### config.mk
export PLATFORM = sky130hd
export DESIGN_NAME = mul_div_unit_flat
export DESIGN_NICKNAME = d
export VERILOG_FILES = /design/src/rtl/mul_div_unit_pkg.sv /design/src/rtl/mul_div_unit_if.sv /design/src/rtl/mul_div_unit_md_iter_core.sv /design/src/rtl/mul_div_unit.sv /design/src/flat_wrapper.sv
export SDC_FILE = /design/constraint.sdc
export NUM_CORES = 1
export LEC_CHECK = 0
export CORE_MARGIN = 4
export CORE_UTILIZATION = 50
export DETAILED_ROUTE_END_ITERATION = 6
export PLACE_DENSITY_LB_ADDON = 0.2
export SLEW_MARGIN = 10
export SYNTH_ARGS = -nofsm -noshare
export SYNTH_HDL_FRONTEND = slang
export SYNTH_SLANG_ARGS = --single-unit
### constraint.sdc
create_clock -name clk -period 4.38 [get_ports clk]
set_input_delay 0.438 -clock clk [delete_from_list [all_inputs] [get_ports clk]]
set_output_delay 0.438 -clock clk [all_outputs]
set_load 0.01 [all_outputs]
### src/rtl/mul_div_unit_pkg.sv
// Shared op codes, FSM state encodings and small helpers for the multi-cycle
// multiply/divide unit.
package mul_div_unit_pkg;

  localparam int MD_OP = 3;

  localparam logic [MD_OP-1:0] MD_MULT  = 3'd0;
  localparam logic [MD_OP-1:0] MD_MULTU = 3'd1;
  localparam logic [MD_OP-1:0] MD_DIV   = 3'd2;
  localparam logic [MD_OP-1:0] MD_DIVU  = 3'd3;
  localparam logic [MD_OP-1:0] MD_MTHI  = 3'd4;
  localparam logic [MD_OP-1:0] MD_MTLO  = 3'd5;

  localparam logic [1:0] MDS_IDLE = 2'd0;
  localparam logic [1:0] MDS_RUN  = 2'd1;
  localparam logic [1:0] MDS_FIX  = 2'd2;

  // Iterating ops are exactly the codes with bit 2 clear.
  function automatic logic is_iter_op(input logic [MD_OP-1:0] op);
    return (op[2] == 1'b0);
  endfunction

  function automatic logic is_signed_op(input logic [MD_OP-1:0] op);
    return (op == MD_MULT) || (op == MD_DIV);
  endfunction

endpackage

### src/rtl/mul_div_unit_if.sv
// Pipeline-side bus of the multiply/divide unit: launch request, flush,
// status and the HI/LO result registers.
interface mul_div_unit_if #(parameter int WIDTH = 32) ();
  import mul_div_unit_pkg::*;

  // start is a request sampled only when busy is low; there is no ready
  // handshake beyond busy, and a start seen while busy is simply dropped.
  logic             start;
  logic [MD_OP-1:0] op;
  logic [WIDTH-1:0] SrcA;
  logic [WIDTH-1:0] SrcB;
  logic             flush;
  logic             busy;
  logic             done;
  logic [WIDTH-1:0] HI;
  logic [WIDTH-1:0] LO;
  logic [1:0]       dbg_state;

  modport master (
    output start, op, SrcA, SrcB, flush,
    input  busy, done, HI, LO, dbg_state
  );

  modport slave (
    input  start, op, SrcA, SrcB, flush,
    output busy, done, HI, LO, dbg_state
  );

endinterface

### src/rtl/mul_div_unit_md_iter_core.sv
// Per-cycle datapath: radix-2 shift-add multiply or restoring divide over a
// 2*WIDTH accumulator, plus the iteration counter.
module md_iter_core #(
  parameter int WIDTH = 32
) (
  input  logic               clk,
  input  logic               reset_n,
  input  logic               load_i,
  input  logic               step_i,
  input  logic               is_div_i,
  input  logic [WIDTH-1:0]   a_mag_i,
  input  logic [WIDTH-1:0]   b_mag_i,
  output logic [2*WIDTH-1:0] acc_o,
  output logic               last_o
);

  localparam int CW = $clog2(WIDTH) + 1;

  logic [2*WIDTH-1:0] acc_q, acc_d;
  logic [WIDTH-1:0]   opnd_q, opnd_d;
  logic               is_div_q, is_div_d;
  logic [CW-1:0]      cnt_q, cnt_d;
  logic [WIDTH:0]     mul_sum;
  logic [WIDTH:0]     rem_sh;
  logic [WIDTH:0]     rem_diff;

  // Multiply keeps {partial_hi, multiplier} in acc; divide keeps {rem, quotient}.
  always_comb begin
    mul_sum  = {1'b0, acc_q[2*WIDTH-1:WIDTH]} + (acc_q[0] ? {1'b0, opnd_q} : '0);
    rem_sh   = acc_q[2*WIDTH-1:WIDTH-1];
    rem_diff = rem_sh - {1'b0, opnd_q};
    acc_d    = acc_q;
    opnd_d   = opnd_q;
    is_div_d = is_div_q;
    cnt_d    = cnt_q;
    if (load_i) begin
      is_div_d = is_div_i;
      opnd_d   = is_div_i ? b_mag_i : a_mag_i;
      acc_d    = {{WIDTH{1'b0}}, (is_div_i ? a_mag_i : b_mag_i)};
      cnt_d    = '0;
    end else if (step_i) begin
      cnt_d = cnt_q + 1'b1;
      if (is_div_q) begin
        // Bit WIDTH of the difference is the borrow: set means restore.
        if (!rem_diff[WIDTH])
          acc_d = {rem_diff[WIDTH-1:0], acc_q[WIDTH-2:0], 1'b1};
        else
          acc_d = {rem_sh[WIDTH-1:0], acc_q[WIDTH-2:0], 1'b0};
      end else begin
        acc_d = {mul_sum, acc_q[WIDTH-1:1]};
      end
    end
  end

  always_ff @(posedge clk or negedge reset_n) begin
    if (!reset_n) begin
      acc_q    <= '0;
      opnd_q   <= '0;
      is_div_q <= 1'b0;
      cnt_q    <= '0;
    end else begin
      acc_q    <= acc_d;
      opnd_q   <= opnd_d;
      is_div_q <= is_div_d;
      cnt_q    <= cnt_d;
    end
  end

  assign acc_o  = acc_q;
  assign last_o = (cnt_q == CW'(WIDTH - 1));

endmodule

### src/rtl/mul_div_unit.sv
// Multi-cycle multiply/divide unit: FSM, operand sign handling, special
// cases and the HI/LO registers around the iterative core.
module mul_div_unit
  import mul_div_unit_pkg::*;
#(
  parameter int WIDTH = 32
) (
  input logic           clk,
  input logic           reset_n,
  mul_div_unit_if.slave bus
);

  localparam logic [WIDTH-1:0] MIN_VAL = {1'b1, {(WIDTH-1){1'b0}}};

  logic [1:0]         state_q, state_d;
  logic [WIDTH-1:0]   hi_q, hi_d, lo_q, lo_d;
  logic               done_q, done_d;
  logic               is_div_q, q_neg_q, r_neg_q, dz_q, ovf_q;
  logic [WIDTH-1:0]   a_raw_q;
  logic               accept, launch, write_fix;
  logic               a_neg, b_neg;
  logic [WIDTH-1:0]   a_mag, b_mag;
  logic [2*WIDTH-1:0] acc;
  logic               last;
  logic [2*WIDTH-1:0] prod;
  logic [WIDTH-1:0]   quot, rem, fix_hi, fix_lo;

  // A flush on the same edge as an idle start drops the start.
  assign accept    = bus.start && !bus.flush && (state_q == MDS_IDLE);
  assign launch    = accept && is_iter_op(bus.op);
  assign write_fix = (state_q == MDS_FIX) && !bus.flush;

  assign a_neg = is_signed_op(bus.op) && bus.SrcA[WIDTH-1];
  assign b_neg = is_signed_op(bus.op) && bus.SrcB[WIDTH-1];
  assign a_mag = a_neg ? (~bus.SrcA + 1'b1) : bus.SrcA;
  assign b_mag = b_neg ? (~bus.SrcB + 1'b1) : bus.SrcB;

  md_iter_core #(.WIDTH(WIDTH)) u_core (
    .clk      (clk),
    .reset_n  (reset_n),
    .load_i   (launch),
    .step_i   ((state_q == MDS_RUN) && !bus.flush),
    .is_div_i (bus.op[1]),
    .a_mag_i  (a_mag),
    .b_mag_i  (b_mag),
    .acc_o    (acc),
    .last_o   (last)
  );

  always_comb begin
    state_d = state_q;
    case (state_q)
      MDS_IDLE: if (launch) state_d = MDS_RUN;
      MDS_RUN:  begin
        if (bus.flush)  state_d = MDS_IDLE;
        else if (last)  state_d = MDS_FIX;
      end
      MDS_FIX:  state_d = MDS_IDLE;
      default:  state_d = MDS_IDLE;
    endcase
  end

  // q_neg_q doubles as the product sign for multiplies.
  always_comb begin
    prod = q_neg_q ? (~acc + 1'b1) : acc;
    quot = acc[WIDTH-1:0];
    rem  = acc[2*WIDTH-1:WIDTH];
    if (is_div_q) begin
      if (dz_q) begin
        fix_lo = '1;
        fix_hi = a_raw_q;
      end else if (ovf_q) begin
        fix_lo = MIN_VAL;
        fix_hi = '0;
      end else begin
        fix_lo = q_neg_q ? (~quot + 1'b1) : quot;
        fix_hi = r_neg_q ? (~rem + 1'b1) : rem;
      end
    end else begin
      fix_lo = prod[WIDTH-1:0];
      fix_hi = prod[2*WIDTH-1:WIDTH];
    end
  end

  always_comb begin
    hi_d   = hi_q;
    lo_d   = lo_q;
    done_d = write_fix;
    if (write_fix) begin
      hi_d = fix_hi;
      lo_d = fix_lo;
    end else if (accept && (bus.op == MD_MTHI)) begin
      hi_d = bus.SrcA;
    end else if (accept && (bus.op == MD_MTLO)) begin
      lo_d = bus.SrcA;
    end
  end

  always_ff @(posedge clk or negedge reset_n) begin
    if (!reset_n) begin
      state_q  <= MDS_IDLE;
      hi_q     <= '0;
      lo_q     <= '0;
      done_q   <= 1'b0;
      is_div_q <= 1'b0;
      q_neg_q  <= 1'b0;
      r_neg_q  <= 1'b0;
      dz_q     <= 1'b0;
      ovf_q    <= 1'b0;
      a_raw_q  <= '0;
    end else begin
      state_q <= state_d;
      hi_q    <= hi_d;
      lo_q    <= lo_d;
      done_q  <= done_d;
      if (launch) begin
        is_div_q <= bus.op[1];
        q_neg_q  <= a_neg ^ b_neg;
        r_neg_q  <= a_neg;
        dz_q     <= bus.op[1] && (bus.SrcB == '0);
        ovf_q    <= (bus.op == MD_DIV) && (bus.SrcA == MIN_VAL) && (bus.SrcB == '1);
        a_raw_q  <= bus.SrcA;
      end
    end
  end

  assign bus.busy      = (state_q != MDS_IDLE);
  assign bus.done      = done_q;
  assign bus.HI        = hi_q;
  assign bus.LO        = lo_q;
  assign bus.dbg_state = state_q;

endmodule
### src/flat_wrapper.sv
// flat-port wrapper written by rule: the top's interface ports become plain ports
module mul_div_unit_flat import mul_div_unit_pkg::*;
#(
  parameter int WIDTH = 32
)
  (clk, reset_n, bus_start, bus_op, bus_SrcA, bus_SrcB, bus_flush, bus_busy, bus_done, bus_HI, bus_LO, bus_dbg_state);
  mul_div_unit_if #(.WIDTH(WIDTH)) bus_i ();
  input logic clk;
  input logic reset_n;
  input wire logic [$bits(bus_i.start)-1:0] bus_start;
  input wire logic [$bits(bus_i.op)-1:0] bus_op;
  input wire logic [$bits(bus_i.SrcA)-1:0] bus_SrcA;
  input wire logic [$bits(bus_i.SrcB)-1:0] bus_SrcB;
  input wire logic [$bits(bus_i.flush)-1:0] bus_flush;
  output wire logic [$bits(bus_i.busy)-1:0] bus_busy;
  output wire logic [$bits(bus_i.done)-1:0] bus_done;
  output wire logic [$bits(bus_i.HI)-1:0] bus_HI;
  output wire logic [$bits(bus_i.LO)-1:0] bus_LO;
  output wire logic [$bits(bus_i.dbg_state)-1:0] bus_dbg_state;
  assign bus_i.start = bus_start;
  assign bus_i.op = bus_op;
  assign bus_i.SrcA = bus_SrcA;
  assign bus_i.SrcB = bus_SrcB;
  assign bus_i.flush = bus_flush;
  assign bus_busy = bus_i.busy;
  assign bus_done = bus_i.done;
  assign bus_HI = bus_i.HI;
  assign bus_LO = bus_i.LO;
  assign bus_dbg_state = bus_i.dbg_state;
  mul_div_unit #(.WIDTH(WIDTH)) u_core (.clk(clk), .reset_n(reset_n), .bus(bus_i));
endmodule
== Word-level counts from Yosys, hierarchy flattened ==
Index checks and enable logic that the tools add are counted.
W data, S select, Z words.

* Flip-flop bits (word level): 206
* Latch bits: 0
* Memory bits (writable): 0
* Memory bits (read-only): 0
* Output and inout bits: 68
* Word-level logic and storage cells: 91
* Memories: 0

* Add/subtract/negate cells: 8
* Multiply operators: 0
* Divide/modulo/power cells: 0
* Magnitude comparators: 0
* Eq/ne operators: 11
* Shift-type cells: 0
* Muxes and demuxes: 29
* Bitwise operators: 7
* Reductions and logical operators: 23

{| class="wikitable"
|+ Operators by type and width
! operator !! count
|-
| $mux W32 || 18
|-
| $mux W64 || 5
|-
| $add A32 B1 Y32 const B || 4
|-
| $not A32 Y32 || 4
|-
| $add A64 B1 Y64 const B || 1
|-
| $eq A32 B32 Y1 const B || 2
|-
| $not A64 Y64 || 1
|-
| $add A32 B33 Y33 || 1
|-
| $sub A33 B32 Y33 || 1
|-
| $logic_not A32 Y1 || 1
|-
| $logic_and A1 B1 Y1 || 12
|-
| $mux W6 || 2
|-
| $reduce_bool A2 Y1 || 4
|-
| $add A6 B1 Y6 const B || 1
|-
| $eq A3 B3 Y1 const B || 2
|-
| $eq A6 B5 Y1 const B || 1
|-
| $mux W2 || 3
|-
| $ne A2 B1 Y1 const B || 2
|-
| $pmux W2 S2 || 1
|-
| $reduce_and A2 Y1 || 2
|-
| $eq A3 B2 Y1 const B || 1
|-
| $logic_not A3 Y1 || 1
|-
| $ne A3 B2 Y1 const B || 1
|-
| $eq A2 B1 Y1 const B || 1
|-
| other kinds (6) || 6
|}

== Longest topological paths before layout ==
* Depth in word-level cells: 7
* Gate-level depth with buffers: 14
* Depth with buffers taken out: 13

== By module ==
From an unflattened synthesis, not the netlist that was laid out.

* Cell total of the unflattened synthesis: 2285
* Area, all modules: 18183.7 um2

{| class="wikitable"
|+ By module, submodules not included
! module !! instances !! cells an instance !! area each (um2) !! sequential area each (um2)
|-
| md_iter_core || 1 || 1103 || 9212.6 || 2577.5
|-
| mul_div_unit || 1 || 1182 || 8971.1 || 2602.5
|}

== Worst setup path after synthesis ==
No wires, ideal clock.

* Path kind: register -> register
* Start: register u_core.u_core.acc_q[49] (netlist: u_core.u_core.acc_o[49])
* End: register u_core.hi_q[28] (netlist: u_core.bus.HI[28])
* Arrival: 3288 ps
* Required time: 4239 ps
* Setup slack: 950 ps
* Stages on the path, launching flop included: 11
* Clock period less this slack: 3430 ps
* Path through: dfrtp_1 -> buf_6 -> or4_4 -> or4_4 -> or4_4 -> or4b_4 -> o21ai_2 -> xor2_1 -> nor2_1 -> a2111oi_4 -> a31oi_1

* Longest elaborated chain between the ends: 7
* Elaborated cells between the ends (all ways): 10

{| class="wikitable"
|+ RTL lines
! item !! line !! text
|-
| from (decl) || mul_div_unit_md_iter_core.sv:19 || <nowiki>logic [2*WIDTH-1:0] acc_q, acc_d;</nowiki>
|-
| from (signal assigned) || mul_div_unit_md_iter_core.sv:57 || <nowiki>acc_q <= '0;</nowiki>
|-
| from (signal assigned) || mul_div_unit_md_iter_core.sv:62 || <nowiki>acc_q <= acc_d;</nowiki>
|-
| $not A32 Y32 || mul_div_unit.sv:77 || <nowiki>fix_hi = r_neg_q ? (~rem + 1'b1) : rem;</nowiki>
|-
| $add A32 B1 Y32 || mul_div_unit.sv:77 ||
|-
| $mux W32 || mul_div_unit.sv:77 ||
|-
| $mux W32 || mul_div_unit.sv:72 || <nowiki>end else if (ovf_q) begin</nowiki>
|-
| $mux W32 || mul_div_unit.sv:69 || <nowiki>if (dz_q) begin</nowiki>
|-
| $mux W32 * || mul_div_unit.sv:68 || <nowiki>if (is_div_q) begin</nowiki>
|-
| $mux W32 * || mul_div_unit.sv:89 || <nowiki>if (write_fix) begin</nowiki>
|-
| to (signal assigned) || mul_div_unit.sv:113 || <nowiki>hi_q <= hi_d;</nowiki>
|-
| to (decl) || mul_div_unit.sv:16 || <nowiki>logic [WIDTH-1:0] hi_q, hi_d, lo_q, lo_d;</nowiki>
|}

Every way passes the cells marked *; elsewhere a longest branch is shown, timed or not.
A chain may end at the register's enable or synchronous reset.

== Worst setup path in the final report ==
* Start: register u_core.u_core.acc_q[48] (netlist: u_core.u_core.acc_o[48])
* End: register u_core.u_core.acc_q[49] (netlist: u_core.u_core.acc_o[49])

* Longest elaborated chain between the ends: 5
* Elaborated cells between the ends (all ways): 6

{| class="wikitable"
|+ RTL lines
! item !! line !! text
|-
| $sub A33 B32 Y33 || mul_div_unit_md_iter_core.sv:31 || <nowiki>rem_diff = rem_sh - {1'b0, opnd_q};</nowiki>
|-
| $mux W64 || mul_div_unit_md_iter_core.sv:45 || <nowiki>if (!rem_diff[WIDTH])</nowiki>
|-
| $mux W64 * || mul_div_unit_md_iter_core.sv:43 || <nowiki>if (is_div_q) begin</nowiki>
|-
| $mux W64 * || mul_div_unit_md_iter_core.sv:41 || <nowiki>end else if (step_i) begin</nowiki>
|-
| $mux W64 * || mul_div_unit_md_iter_core.sv:36 || <nowiki>if (load_i) begin</nowiki>
|}

Every way passes the cells marked *; elsewhere a longest branch is shown, timed or not. The select of a mux whose other input is x is not followed.

==> results.md <==
- The final net count is 2485.
- Final hold analysis gives a worst-case slack of 479 ps.
- Counting flops with an async set or reset pin after synthesis yields a share of 100%.
- The starting density of the core is 50.9%.
- Walking the worst path, the cells encountered are ha_1 -> a211oi_1 -> o21ai_0 -> a211oi_1 -> nor2_1 -> a21oi_1 -> xnor2_2 -> buf_12 -> mux2_2 -> a21oi_1 -> nor2_1.
- The max-slew violation count is 0.
- The critical path crosses 11 cells after its start point.
- The number of synthesis warnings is 0.
- In the global route stage, met3 resource usage came out at 7.35%.
- The post-synthesis instance area is 17600 um2.
- Compared with the post-synthesis result, the final layout area differs by 15.3%.
- The routed design could run at a clock period as short as 3680 ps.
- The detailed-route vias per instance is 6.49.
- Among all flip-flop cells after synthesis, the most frequent one is dfrtp_1.
- In this run the critical register-to-register path is launched from u_core.u_core.acc_o[48]$_DFFE_PN0P_.
- The maximum operating frequency is 272 MHz.
- The number of buffers inserted during clock tree synthesis is 25.
- After synthesis, the cell types taking the most area are dfrtp_1 29%, nand2_1 7.5%, o21ai_0 6.0%, mux2i_1 5.4%, xnor2_1 5.2%.
- In this run the worst setup path begins at u_core.u_core.acc_o[48]$_DFFE_PN0P_.
- The slowest stage of the critical path belongs to the cell dfrtp_1.
- For met1 alone, demand over resource in global routing was 43.9%.
- During placement, the flow inserted port buffers numbering 138.
- The antenna cell count is 0.
- Setup repair after global routing left no endpoint under its margin.
- The met2 track demand over resource in global routing is 54.4%.
- The kind of cell with the highest combined delay along the critical path is compound AO/OA/AOI/OAI gates.
- The TritonCTS clock tree is done.
- The run finished with clean final reports.
- The pre-antenna-repair detailed-routing pass consisted of 6 iterations.
- The category of the worst setup path launch point is a register.
- The final setup TNS is 0 ps.
- After clock tree synthesis, the clock-pin slew on the worst setup and hold paths is 60 ps.
- The area of the die is 38300 um2.
- The post-route clock period utilization is 84.1%.
- STA puts the critical path data required time at 4820 ps.
- After detailed routing, the number of remaining DRC violations is 0.
- Global routing used 34.2% of the available tracks.
- The switching portion of total power is 47.3%.
- The pin slew with the least headroom to its limit is 1200 ps.
- The wire length per cell after detailed routing is 24.3 um.
- The initial antenna violation count was 1.
- The post-synthesis sequential element count is 206.
- The overall via count from detail_route is 18300.
- The clock sink count is 206.
- The tree is rooted in a clkbuf_16.
- The analysis attributes to cell leakage a power of 8.72 nW.
- The layer carrying the most global-route usage is met2.
- The H-tree depth is 1.
- The max capacitance violation total is 0.
- The endpoint type of the worst setup path is a register.
- The DRC marker count from the first detailed-route iteration is 2004.
- At the worst endpoint, the arrival time is 4130 ps.
- The path class of the tightest hold or removal check is register to register.
- The number of buffers and inverters on the critical path is 1.
- In this run the worst path has a maximum fanout of 41.
- The worst setup path is of the register to register kind.
- The clock reaches the later pin of the worst-skew pair after 570 ps.
- For this design the ratio of total power to cell area is 616 nW/um2.
- Headroom to the max-slew limit came out at 20.3%.
- The vertical die dimension is 196 um.
- The post-route netlist has 6.23% of its cells at a drive strength greater than 1.
- Global routing finished with a remaining overflow of 0.
- The clock network fraction of total power is 18.5%.
- The power spent charging and discharging nets is 0.00593 W.
- After floorplanning, the core was divided into 68 placement rows.
- Per report_power, the combinational group accounts for 56.0% of the total.
- The layout has 3183 filler cells.
- Setup violations remaining at the end of the flow were counted as 0.
- The worst-case IR drop observed on VDD is 330 uV.
- The sequential share of power is 25.5%.
- In this run the mean area of a mapped cell was 7.69 um2.
- The area of the placeable core is 34600 um2.
- Entering global routing, the biggest net connects 119 pins.
- The post-synthesis cell type count is 69.
- The internal portion of the total power is 0.00660 W.
- The hold-critical path depth is 2.
- The number of cell instances on the worst register-to-register path is 11.
- The wire length of the first global-routing pass is 104 mm.
- The width of the chip is 196 um.
- The worst register-to-register path has a setup slack of 700 ps.
- The net count of the mapped netlist is 2434.
- The delay of the slowest cell on the worst path is 510 ps.
- Detailed placement finished with a half-perimeter wire length of 50.7 mm.
- The total detailed-routing wirelength is 68.4 mm.
- The final count of hold timing violations came to 0.
- The synthesized design devotes to its leading area cell type 29.2% of total area.
- Yosys mapped a number of flops with a built-in enable equal to 0.
- The critical path ends at u_core.u_core.acc_o[49]$_DFFE_PN0P_.
- The endpoint of the most critical register-to-register path is u_core.u_core.acc_o[49]$_DFFE_PN0P_.
- The dominant cell type by area after synthesis is dfrtp_1.
- The sequential element share of the synthesized area is 29.2%.
- The last weighted congestion value of the routability-driven placer is 0.987.
- The largest buffer count on any clock path is 3.
- The cell count after synthesis is 2291.
- Once detail routing completed, the nets flagged for antenna violations numbered 0.
- Across the routed clock network, the largest skew measured is 20.1 ps.
- The number of top-level design ports is 139.
- The number of global-route vias before repair is 17800.
-- worst register-to-register path: cells and delay by family (launching register included) --
| kind | cells | cell delay, ps |
|---|---|---|
| AOI/OAI and AO/OA | 5 | 1610 |
| xor gates and xnor gates | 1 | 190 |
| adders and majority gates | 1 | 470 |
| buffers and inverters | 1 | 290 |
| DFF | 1 | 510 |
| muxes | 1 | 380 |
| and+or+nand+nor | 2 | 120 |
-- metrics by stage --
step	power (W)	worst slack, ps	utilization (%)	instances	cell area [um2]
floorplan	0.00771	950	-	2291	17600
global placement	0.00991	569	56.1	2769	19400
detailed placement	0.0100	504	56.1	2769	19400
CTS	0.0124	729	58.7	2815	20300
global route	0.0133	463	58.7	2815	20300
finish	0.0125	698	58.7	2815	20300
-- cell type report --
cell class	instances	area, um2	area share (%)
inverter	65	244	1.20
clock inverter	19	258	1.27
tap	455	569	2.80
sequential	206	5160	25.4
clock buffer	26	639	3.15
multi-input combinational	1845	11600	57.1
timing repair buffer	199	1850	9.12
-- placed cells by master, fill, tap and decap left out, types with 42 or more instances in the layout --
cell	synthesis	routed
inv_1	65	65
xor2_1	97	97
ha_1	70	70
a211oi_1	42	42
mux2i_1	95	95
nor2_1	186	184
xnor2_1	105	104
o21ai_0	211	211
clkdlybuf4s50_1	0	136
a21oi_1	178	178
buf_4	0	59
dfrtp_1	206	205
nand2_1	350	349
-- power groups by stage --
stage / Combinational, W / Sequential, W / Clock [W]
after floorplan: 0.00488 / 0.00283 / 0
after global placement: 0.00675 / 0.00317 / 0
after detailed placement: 0.00685 / 0.00319 / 0
after CTS: 0.00689 / 0.00316 / 0.00233
after global routing: 0.00764 / 0.00324 / 0.00241
final: 0.00702 / 0.00320 / 0.00232
-- Yosys cell counts, types with 4 or more instances --
master      n
o21bai_1    8
a221oi_1   16
nor4_1     21
or2_2      13
clkbuf_1  163
a22oi_1    21
nand2_1   350
o41ai_1    13
or4_1      17
inv_1      65
o21ai_0   211
o22ai_1     4
or3_1      18
o211ai_1   39
and3_1     12
and2_1     12
o221ai_1   34
xnor2_1   105
o31a_1      4
nor2_1    186
a221o_1     5
nand3_1    30
nor3_1     34
dfrtp_1   206
xor2_1     97
a21oi_1   178
ha_1       70
mux2i_1    95
nor2b_1     6
buf_1       7
o311ai_0    4
a21o_1     30
a211oi_1   42
o21a_1     10
nand2b_1   20
o31ai_1    23
nand4_1    30
a31oi_1    37
-- routing by layer --
| layer | vias to the layer above | wire, um |
|---|---|---|
| li1 | 8329 | - |
| met1 | 8822 | 27100 |
| met2 | 896 | 30800 |
| met3 | 216 | 5950 |
| met4 | 0 | 4550 |
| met5 | - | 0 |
-- state kept, by name, summed over array words and instances, names as in the netlist, 2 cells and up --
| name | cells |
|---|---|
| u_core.a_raw_q | 32 |
| u_core.bus.HI | 32 |
| u_core.bus.LO | 32 |
| u_core.bus.dbg_state | 2 |
| u_core.u_core.acc_o | 64 |
| u_core.u_core.cnt_q | 6 |
| u_core.u_core.opnd_q | 32 |
-- worst min path at each step --
stage | from | endpoint | slack [ps]
4_1_cts | u_core.a_raw_q[21]$_DFFE_PN0P_ | u_core.a_raw_q[21]$_DFFE_PN0P_ | 480
3_3_place_gp | u_core.a_raw_q[26]$_DFFE_PN0P_ | u_core.a_raw_q[26]$_DFFE_PN0P_ | 460
3_5_place_dp | u_core.a_raw_q[31]$_DFFE_PN0P_ | u_core.a_raw_q[31]$_DFFE_PN0P_ | 470
2_1_floorplan | reset_n | u_core.a_raw_q[0]$_DFFE_PN0P_ | 140
5_1_grt | u_core.u_core.opnd_q[6]$_DFFE_PN0P_ | u_core.u_core.opnd_q[6]$_DFFE_PN0P_ | 510
6_report | u_core.u_core.opnd_q[6]$_DFFE_PN0P_ | u_core.u_core.opnd_q[6]$_DFFE_PN0P_ | 480
-- cell families (layout without fill, tap and decap cells) --
| logic type | after synthesis | count (layout) | synth area share (%) |
|---|---|---|---|
| and+or+nand+nor | 769 | 769 | 19.7 |
| AOI/OAI and AO/OA | 705 | 705 | 25.1 |
| buffers and inverters | 240 | 309 | 5.22 |
| DFF | 206 | 206 | 29.2 |
| xor gates and xnor gates | 202 | 202 | 10.0 |
| muxes | 97 | 97 | 5.52 |
| adders and majority gates | 72 | 72 | 5.20 |
-- repair_timing --
action | CTS | global route
resized for setup | 0 | 0
buffers inserted | 0 | 0
hold buffers | 1 | 0
endpoints found under the hold margin | 12 | 0
(Power assumes the default switching activity.)
==> patch, RTL diff (config.mk and constraints unchanged) <==
`WIDTH` is set to 32 in 4 places; all go to 16.
--- a/src/rtl/mul_div_unit_if.sv
+++ b/src/rtl/mul_div_unit_if.sv
@@ -1,6 +1,6 @@
 // Pipeline-side bus of the multiply/divide unit: launch request, flush,
 // status and the HI/LO result registers.
-interface mul_div_unit_if #(parameter int WIDTH = 32) ();
+interface mul_div_unit_if #(parameter int WIDTH = 16) ();
   import mul_div_unit_pkg::*;
 
   // start is a request sampled only when busy is low; there is no ready
--- a/src/rtl/mul_div_unit_md_iter_core.sv
+++ b/src/rtl/mul_div_unit_md_iter_core.sv
@@ -1,7 +1,7 @@
 // Per-cycle datapath: radix-2 shift-add multiply or restoring divide over a
 // 2*WIDTH accumulator, plus the iteration counter.
 module md_iter_core #(
-  parameter int WIDTH = 32
+  parameter int WIDTH = 16
 ) (
   input  logic               clk,
   input  logic               reset_n,
--- a/src/rtl/mul_div_unit.sv
+++ b/src/rtl/mul_div_unit.sv
@@ -3,7 +3,7 @@
 module mul_div_unit
   import mul_div_unit_pkg::*;
 #(
-  parameter int WIDTH = 32
+  parameter int WIDTH = 16
 ) (
   input logic           clk,
   input logic           reset_n,
--- a/src/flat_wrapper.sv
+++ b/src/flat_wrapper.sv
@@ -1,7 +1,7 @@
 // flat-port wrapper written by rule: the top's interface ports become plain ports
 module mul_div_unit_flat import mul_div_unit_pkg::*;
 #(
-  parameter int WIDTH = 32
+  parameter int WIDTH = 16
 )
   (clk, reset_n, bus_start, bus_op, bus_SrcA, bus_SrcB, bus_flush, bus_busy, bus_done, bus_HI, bus_LO, bus_dbg_state);
   mul_div_unit_if #(.WIDTH(WIDTH)) bus_i ();
Ports: changed (resized bus_HI, bus_LO, bus_SrcA and bus_SrcB); port bits go from 139 to 75. The function was not compared with the original's and may differ.
==> patch against the unedited design <==
Clock skew decreased by 7.2 ps; critical path type unchanged; sequential cell count down 97; maximum frequency grew 15%; hold slack got worse by 430 ps; worst setup slack better by 470 ps; sequential share of layout area increased by 1.8 points; largest power group unchanged; design area is 51% lower; count of clock-buffer cells in the layout fell by 16; synthesized area is 49% lower; combinational power fell by 58%; power is 56% lower; wire length decreased by 60%; critical endpoint is now u_core.u_core.acc_o[16].
==> patch: results (changes against the unedited design) <==
* Result of the run: complete, no violations
* Number of max-slew violations in the final report at 0 (unchanged)
* Pin count of the biggest net entering global routing at 58 (-51%)
* Gate Count Post-Synth at 1104 (-52%)
* Num CTS Buffers at 9 (-64%)
* Largest Pwr Group: combinational logic
* RR Startpoint: u_core.u_core.acc_o[15]
* Main area contributors after synthesis: dfrtp_1, nand2_1, mux2i_1
* Clock insertion delay at the later pin of the skew report at 360 ps (-210 ps)
* Cell area after placement at 9738 um2 (-50%)
* Crit-path max FO at 19 (-54%)
* Sequential element share of the synthesized area at 30.63% (+1.4 points)
* Layout net count at 1209 (-51%)
* Buffers from clock root to sink, at most at 2 (-1)
* H-Tree Level Count at 3 (+2)
* Detail Placement HPWL at 20780 um (-59%)
* CTS root buffer: clkbuf_16
* Via count of the first global-routing pass at 7912 (-55%)
* Category of the worst setup path launch point: register
* Synth Flop Type: dfrtp_1
* Global-route wire length before repair at 43880 um (-58%)
* Flip-flop count of the largest register after layout at 32 (-50%)
* Detailed-routing iteration count for the pre-antenna-repair pass at 5 (-1)
* Compound-cell area share of the yosys netlist at 23.28% (-1.8 points)
* Number of antenna violations at the first check in global routing at 0 (-1)
* Seq pwr at 1710 uW (-47%)
* Clock group share of total power at 14.9% (-3.6 points)
* CP max stage delay at 660 ps (+150 ps)
* Adder and majority cell fraction of the synthesized area at 5.929% (+0.73 points)
* Top cells by count, synth: nand2_1, dfrtp_1, nor2_1, o21ai_0, a21oi_1
* Total detailed-routing wirelength at 27590 um (-60%)
* Class of the worst hold path: in -> async
* Cell-internal power at 2948 uW (-55%)
* RePlAce Congestion at 0.9480 (-3.9%)
* Yosys Warn Count at 0 (unchanged)
* Leakage power total at 0.004242 uW (-51%)
* Yosys cell types at 73 (+5.8%)
* Initial detailed-routing violation count at 787 (-61%)
* IR drop worst, VDD at 0.2956 mV (-10%)
* Post-DRT Antenna Nets at 0 (unchanged)
* Pin slew with the least headroom to its limit at 1044 ps (-151.6 ps)
* DR WL/cell at 20.30 um (-16%)
* DP Cell Count at 1343 (-51%)
* Final Skew at 12.86 ps (-7.243 ps)
* Clock input transition at the sequential cells of the worst setup and hold paths at 80 ps (+20 ps)
* Setup fix buffers added after clock tree synthesis at 0 (unchanged)
* Port bufs at 74 (-46%)
* Worst path top cell family by delay: XOR/XNOR gates
* Final-layout fill cell count at 1620 (-49%)
* Proportion of synthesized area in mux cells at 7.644% (+2.1 points)
* Relative contribution of sequential cells to total power at 31.1% (+5.6 points)
* Worst EP arrival at 3470 ps (-660 ps)
* Post-placement setup slack at 1146 ps (+642.1 ps)
* Layout cells sized above 1 at 5.291% (-0.94 points)
* XOR/XNOR Fraction of Synth Area at 9.358% (-0.68 points)
* Via count normalized by instance count at 6.149 (-5.2%)
* Highest-delay cell along the critical path: xnor2_4
* Total global-route track usage at 27.93% (-6.3 points)
## patch: layout make-up
type	instances	area [um2]	share of cell area, %
sequential	109	2729	27.22
tap	225	281.5	2.809
clock buffer	10	229.0	2.284
timing repair buffer	87	830.8	8.289
clock inverter	6	56.30	0.5617
multi-input combinational	886	5762	57.48
inverter	36	135.1	1.348
## patch: path summary, 6_finish.rpt
path	end	depth (start not counted)	slack (ps)
worst max-delay path	u_core.u_core.acc_o[16]	10	1170
worst min-delay path	u_core.bus.HI[5]	1	40
worst max register to register	u_core.u_core.acc_o[16]	10	1170
worst min register to register	u_core.a_raw_q[3]	2	480
max in group asynchronous	u_core.is_div_q	2	3310
min in group clk	u_core.a_raw_q[3]	2	480
## patch: per-layer routing
| metal | global-route usage (%) | share of wire, % | up-vias |
|---|---|---|---|
| li1 | - | - | 3997 |
| met1 | 39.26 | 44 | 3976 |
| met2 | 42.39 | 44 | 335 |
| met3 | 5.561 | 7.9 | 49 |
| met4 | 11.16 | 4.0 | 0 |
| met5 | 0 | 0 | - |
